**config.mk**
```make
export PLATFORM = sky130hd
export DESIGN_NAME = ascii_uart_streamer
export DESIGN_NICKNAME = d
export VERILOG_FILES = /design/src/rtl/ascii_uart_pkg.sv /design/src/rtl/ascii_uart_streamer_tx.sv /design/src/rtl/ascii_uart_streamer.sv
export SDC_FILE = /design/constraint.sdc
export NUM_CORES = 1
export LEC_CHECK = 0
export BUFFER_PORTS_ARGS = -buffer_cell sky130_fd_sc_hd__buf_2
export CAP_MARGIN = 25
export CORE_AREA = 3 3 85 87
export CTS_BUF_LIST = sky130_fd_sc_hd__clkbuf_2 sky130_fd_sc_hd__clkbuf_4 sky130_fd_sc_hd__clkbuf_8
export DETAILED_ROUTE_END_ITERATION = 7
export DIE_AREA = 0 0 88 90
export PLACE_DENSITY_LB_ADDON = 0.2
export SETUP_SLACK_MARGIN = 0.2
export SYNTH_ARGS = -nofsm -noshare
export SYNTH_HDL_FRONTEND = slang
export SYNTH_HIERARCHICAL = 1
export SYNTH_SLANG_ARGS = --single-unit
```
**constraint.sdc**
```tcl
create_clock -name clock -period 5.4 [get_ports clock]
set_input_delay 1.08 -clock clock [delete_from_list [all_inputs] [get_ports clock]]
set_output_delay 1.08 -clock clock [all_outputs]
set_load 0.05 [all_outputs]
```
**src/rtl/ascii_uart_pkg.sv**
```systemverilog
// Shared constants and FSM state types for the ASCII line streamer.
// Used by the top-level streamer and its byte serializer.
package ascii_uart_pkg;

    localparam logic [7:0] ASCII_CR = 8'h0D;
    localparam logic [7:0] ASCII_LF = 8'h0A;

    localparam int LINE_CHARS      = 7;
    localparam int LINE_BYTES_CRLF = 9;

    // LOAD is resolved on the issuing edge, so the register never rests there
    typedef enum logic [1:0] {
        ST_IDLE,
        ST_LOAD,
        ST_SEND,
        ST_DONE
    } top_state_t;

    typedef enum logic [1:0] {
        S_IDLE,
        S_START,
        S_DATA,
        S_STOP
    } ser_state_t;

endpackage

```
**src/rtl/ascii_uart_streamer_tx.sv**
```systemverilog
// 8N1 byte serializer, LSB first, each bit held CLKS_PER_BIT cycles.
// A new byte offered in the last stop-bit cycle starts with no idle gap.
module uart_tx_byte
    import ascii_uart_pkg::*;
#(
    parameter int CLKS_PER_BIT = 868
) (
    input  logic       clock,
    input  logic       reset_n,
    input  logic       byte_valid,
    input  logic [7:0] byte_data,
    output logic       byte_ready,
    output logic       byte_done,
    output logic       tx
);

    localparam int TW = (CLKS_PER_BIT > 1) ? $clog2(CLKS_PER_BIT) : 1;
    localparam logic [TW-1:0] T_LAST = TW'(CLKS_PER_BIT - 1);

    ser_state_t    state, state_n;
    logic [TW-1:0] timer, timer_n;
    logic [3:0]    bit_idx, bit_idx_n;
    logic [7:0]    shreg, shreg_n;
    logic          tx_n;
    logic          bit_end;

    always_ff @(posedge clock or negedge reset_n) begin
        if (!reset_n) begin
            state   <= S_IDLE;
            timer   <= '0;
            bit_idx <= '0;
            shreg   <= '0;
            tx      <= 1'b1;
        end else begin
            state   <= state_n;
            timer   <= timer_n;
            bit_idx <= bit_idx_n;
            shreg   <= shreg_n;
            tx      <= tx_n;
        end
    end

    always_comb begin
        bit_end    = (timer == T_LAST);
        byte_done  = (state == S_STOP) && bit_end;
        byte_ready = (state == S_IDLE) || byte_done;
        state_n    = state;
        timer_n    = bit_end ? '0 : timer + TW'(1);
        bit_idx_n  = bit_idx;
        shreg_n    = shreg;
        tx_n       = tx;
        unique case (state)
            S_IDLE: begin
                timer_n = '0;
                tx_n    = 1'b1;
                if (byte_valid) begin
                    shreg_n = byte_data;
                    tx_n    = 1'b0;
                    state_n = S_START;
                end
            end
            S_START: begin
                if (bit_end) begin
                    state_n   = S_DATA;
                    bit_idx_n = '0;
                    tx_n      = shreg[0];
                end
            end
            S_DATA: begin
                if (bit_end) begin
                    if (bit_idx == 4'd7) begin
                        state_n = S_STOP;
                        tx_n    = 1'b1;
                    end else begin
                        bit_idx_n = bit_idx + 4'd1;
                        shreg_n   = {1'b0, shreg[7:1]};
                        tx_n      = shreg[1];
                    end
                end
            end
            S_STOP: begin
                if (bit_end) begin
                    if (byte_valid) begin
                        shreg_n = byte_data;
                        tx_n    = 1'b0;
                        state_n = S_START;
                    end else begin
                        tx_n    = 1'b1;
                        state_n = S_IDLE;
                    end
                end
            end
            default: begin
                state_n = S_IDLE;
                tx_n    = 1'b1;
            end
        endcase
    end

endmodule

```
**src/rtl/ascii_uart_streamer.sv**
```systemverilog
// Captures a seven-character reading, optionally appends CR/LF, and
// streams the line out as back-to-back 8N1 UART bytes.
module ascii_uart_streamer
    import ascii_uart_pkg::*;
#(
    parameter int CLKS_PER_BIT = 868,
    parameter bit APPEND_CRLF  = 1'b1
) (
    input  logic       clock,
    input  logic       reset_n,
    input  logic       start,
    input  logic [7:0] ch0,
    input  logic [7:0] ch1,
    input  logic [7:0] ch2,
    input  logic [7:0] ch3,
    input  logic [7:0] ch4,
    input  logic [7:0] ch5,
    input  logic [7:0] ch6,
    output logic       busy,
    output logic       done,
    output logic       tx
);

    localparam logic [3:0] LAST_IDX = APPEND_CRLF ?
        4'(LINE_BYTES_CRLF - 1) : 4'(LINE_CHARS - 1);

    top_state_t state, state_n;
    logic [3:0] idx, idx_n;
    logic [7:0] line_buf [LINE_BYTES_CRLF];
    logic       accept;
    logic       byte_valid;
    logic       byte_ready;
    logic       byte_done;
    logic [7:0] byte_data;

    always_ff @(posedge clock or negedge reset_n) begin
        if (!reset_n) begin
            state <= ST_IDLE;
            idx   <= '0;
        end else begin
            state <= state_n;
            idx   <= idx_n;
        end
    end

    always_ff @(posedge clock) begin
        if (accept) begin
            line_buf[0] <= ch0;
            line_buf[1] <= ch1;
            line_buf[2] <= ch2;
            line_buf[3] <= ch3;
            line_buf[4] <= ch4;
            line_buf[5] <= ch5;
            line_buf[6] <= ch6;
            line_buf[7] <= ASCII_CR;
            line_buf[8] <= ASCII_LF;
        end
    end

    // First byte comes straight from ch0 so tx drops the cycle after start
    always_comb begin
        accept = start && byte_ready &&
                 (state == ST_IDLE || state == ST_DONE);
        state_n    = state;
        idx_n      = idx;
        byte_valid = 1'b0;
        byte_data  = ch0;
        unique case (state)
            ST_IDLE, ST_DONE: begin
                state_n = ST_IDLE;
                if (accept) begin
                    state_n    = ST_SEND;
                    idx_n      = '0;
                    byte_valid = 1'b1;
                end
            end
            ST_SEND: begin
                if (byte_done) begin
                    if (idx == LAST_IDX) begin
                        state_n = ST_DONE;
                    end else begin
                        idx_n      = idx + 4'd1;
                        byte_valid = 1'b1;
                        byte_data  = line_buf[idx_n];
                    end
                end
            end
            default: state_n = ST_IDLE;
        endcase
    end

    assign busy = (state == ST_SEND);
    assign done = (state == ST_DONE);

    uart_tx_byte #(
        .CLKS_PER_BIT(CLKS_PER_BIT)
    ) u_tx (
        .clock     (clock),
        .reset_n   (reset_n),
        .byte_valid(byte_valid),
        .byte_data (byte_data),
        .byte_ready(byte_ready),
        .byte_done (byte_done),
        .tx        (tx)
    );

endmodule
```
==> run_results.csv <==
group,metric,value,unit
status,outcome,"finished, final reports clean",
drt,highest_layer,"met4",
layout,fin_util,73.1,%
sta,fin_crit_sh,67.1,%
sta,finalHoldViolCount,0,
layout,fin_area,4690,sq um
sta,tns,0,ns
floorplanning,dieArea,7920,sq um
yosys,synth_cell_types,54,
yosys,synth_top_family_by_area,"multiplexers",
critical_path,path_cells,"inv_1, ha_1, mux2_2, a221oi_1, o31ai_1, mux2_2, mux2_4",
layout,n_antenna_cell,0,
floorplanning,die_w,88,um
yosys,seq_area_frac_synth,60.0,%
critical_path,worst-path-buf-inv,1,
clock_network,cts.path.max_buffers,2,
flow_run,drv_cap,0,
yosys,netlist.area_leader.share,41.0,%
place,hpwl,5.12,mm
drt,drt_iter0_markers,186,
critical_path,cp_max_fo,22,
drt,met2_length,3.86,mm
yosys,netlist_instances,291,
sta,slew_violations,0,
critical_path,startpoint_type,"register",
yosys,syn-cell-area,4100,sq um
clock_network,clk_pin_slew,0.09,ns
global_routing,grt_usage,21.2,%
power,cellLeakagePower,0.00187,uW
drt,viasPerCell,6.01,
yosys,synth-compound-area-share,9.19,%
layout,final_common_cell,"buf_2",
sta,whs,0.525,ns
clock_network,clk_latency,0.34,ns
clock_network,cts_root_buf,"clkbuf_8",
yosys,synthAdderAreaFrac,3.97,%
floorplanning,num_rows,29,
yosys,synth_top_flop_cell,"edfxtp_1",
sta,final.setup_skew,0.0105,ns
yosys,synth_warnings,6,
sta,period_minus_slack,3.62,ns
yosys,synth_edf_count,56,
drt,drc_errors,0,
floorplanning,floorplan.initialDensity,63.8,%
yosys,synth-seq-cells,87,
floorplanning,core_area,6420,sq um
layout,final_cell_mix,"61 x buf_2, 56 x edfxtp_1, 30 x dfrtp_1",
clock_network,holdBufCountCts,0,
yosys,synthMuxAreaShare,11.9,%
clock_network,post_cts_buffers,0,
yosys,yosys-top-cells-area,"edfxtp_1 41%, dfrtp_1 18%, mux4_2 4.4%, ha_1 4.0%, mux2_2 3.6%",
drt,postRouteAntennaNets,0,
drt,wl_per_cell,17.5,um
critical_path,end_kind,"register",
place,dpl_cell_area,4460,sq um
yosys,yosys.area.top_type,"edfxtp_1",
global_routing,grt_max_degree,50,
power,power_density,272,nW/um^2
drt,met3_length,308,um
sta,worstMarginPinSlew,0.900,ns
critical_path,cpPeakStageDelay,0.95,ns
yosys,synth-xor-area-share,2.11,%
layout,layout-drive-gt1-share,32.8,%
clock_network,cts_buffers,9,
drt,met1_length,3.34,mm
critical_path,crit_type,"reg2reg",
place,port-buffer-count,61,
place,gp_congestion,0.800,
critical_path,cp.arrival,3.86,ns
floorplanning,io-pin-count,62,
global_routing,grt_overflow,0,
layout,fin_nets,425,
floorplanning,die_height,90,um
global_routing,antenna_found_initial,0,
layout,syn2layout_area_growth,14.5,%
sta,layout_setup_ws,1.78,ns
global_routing,grt_pass1_vias,2662,
drt,first_pass_iters,4,
sta,setup_viol,0,
yosys,synthSimpleGateAreaFrac,10.5,%
clock_network,cts_sinks,87,
sta,rsz0062_at_grt,"no",
yosys,synth.avg_cell_area,14.1,sq um
yosys,syn_nets,363,
power,ir_worst_vdd,193,uV
drt,wl,7.60,mm
place,pre_cts_slack,1.74,ns
sta,timing.slew.headroom,40.0,%
worst_hold_path,hold_path.class,"reg2reg",
clock_network,tritoncts,"built",
layout,fillCellCount,441,
sta,fmax,276,MHz
critical_path,required,5.64,ns
clock_network,h-tree-depth,3,
drt,vias,2610,
critical_path,slowest_stage,"ha_1",
critical_path,cpLargestDelayFamily,"multiplexers",
yosys,async_reset_ff_share,35.6,%
critical_path,cp_common_cell,"mux2_2",
clock_network,ctsResizeCount,0,
global_routing,grt_pass1_wl,12.9,mm
==> synthesized netlist by cell type, types with 5 or more instances <==
| cell type | n |
|---|---|
| ha_1 | 13 |
| mux2_4 | 8 |
| a21oi_1 | 6 |
| nand3_1 | 9 |
| dfrtp_1 | 30 |
| o21ai_0 | 9 |
| a31oi_1 | 7 |
| inv_1 | 9 |
| nand4_1 | 6 |
| edfxtp_1 | 56 |
| buf_2 | 6 |
| mux2_2 | 13 |
| nand2_1 | 16 |
| nor2_1 | 15 |
| mux4_2 | 8 |
| nor2b_1 | 6 |
| nor3_1 | 5 |
| o31ai_1 | 5 |
| xor2_1 | 5 |
==> per-layer routing <==
metal,up-vias,track usage (%)
met5,-,0
met4,0,5.63
met3,8,4.84
met2,70,33.2
met1,1300,29.8
li1,1232,-
==> stage by stage <==
| stage | instances | power [uW] |
|---|---|---|
| 2_1_floorplan | 291 | 730 |
| 3_3_place_gp | 418 | 756 |
| 3_5_place_dp | 419 | 758 |
| 4_1_cts | 434 | 1290 |
| 5_1_grt | 434 | 1330 |
| 6_report | 434 | 1280 |
==> registers in the layout, summed over array words and instances (netlist names) <==
name,flops
u_tx/state,2
u_tx/tx,1
line_buf,56
u_tx/shreg,8
u_tx/bit_idx,4
state,2
idx,4
u_tx/timer,10
==> worst paths after layout <==
path | from | endpoint | slack [ns] | cells past startpoint
max | idx[0]$_DFFE_PN0P_ | u_tx/shreg[4]$_DFFE_PN0P_ | 1.78 | 7
min | u_tx/shreg[7]$_DFFE_PN0P_ | u_tx/shreg[7]$_DFFE_PN0P_ | 0.52 | 1
max reg2reg | idx[0]$_DFFE_PN0P_ | u_tx/shreg[4]$_DFFE_PN0P_ | 1.78 | 7
min reg2reg | u_tx/shreg[7]$_DFFE_PN0P_ | u_tx/shreg[7]$_DFFE_PN0P_ | 0.52 | 1
max in group asynchronous | reset_n | u_tx/shreg[0]$_DFFE_PN0P_ | 4.18 | 1
min in group asynchronous | reset_n | u_tx/timer[2]$_DFF_PN0_ | 0.77 | 1
==> worst register-to-register path, stage by stage (launching register included) <==
cell and delay (ns):
dfrtp_1 0.94, inv_1 0.23, ha_1 0.95, mux2_2 0.43, a221oi_1 0.33, o31ai_1 0.10, mux2_2 0.27, mux2_4 0.26
==> power by group <==
group	switching [uW]	internal, uW	leakage (uW)
clock	224	312	0.000116
combinational	14.5	18.8	0.000877
sequential	0.217	710	0.000874
total	238	1040	0.00187
==> cell families (layout without fill, tap and decap cells) <==
logic type | after synthesis | in the layout
muxes | 33 | 33
and+or+nand+nor | 78 | 78
xor gates and xnor gates | 9 | 9
AOI/OAI and AO/OA | 51 | 51
buffers and inverters | 20 | 86
DFF | 87 | 87
adders and majority gates | 13 | 13
==> layout make-up <==
cell class | instances | area, sq um | area share [%]
Clock inverter | 5 | 106 | 2.27
Tap cell | 77 | 96.3 | 2.05
Clock buffer | 10 | 131 | 2.80
Timing Repair Buffer | 62 | 325 | 6.93
Sequential cell | 87 | 2460 | 52.4
Multi-Input combinational cell | 184 | 1540 | 32.9
Inverter | 9 | 33.8 | 0.720
(Power assumes the default switching activity.)
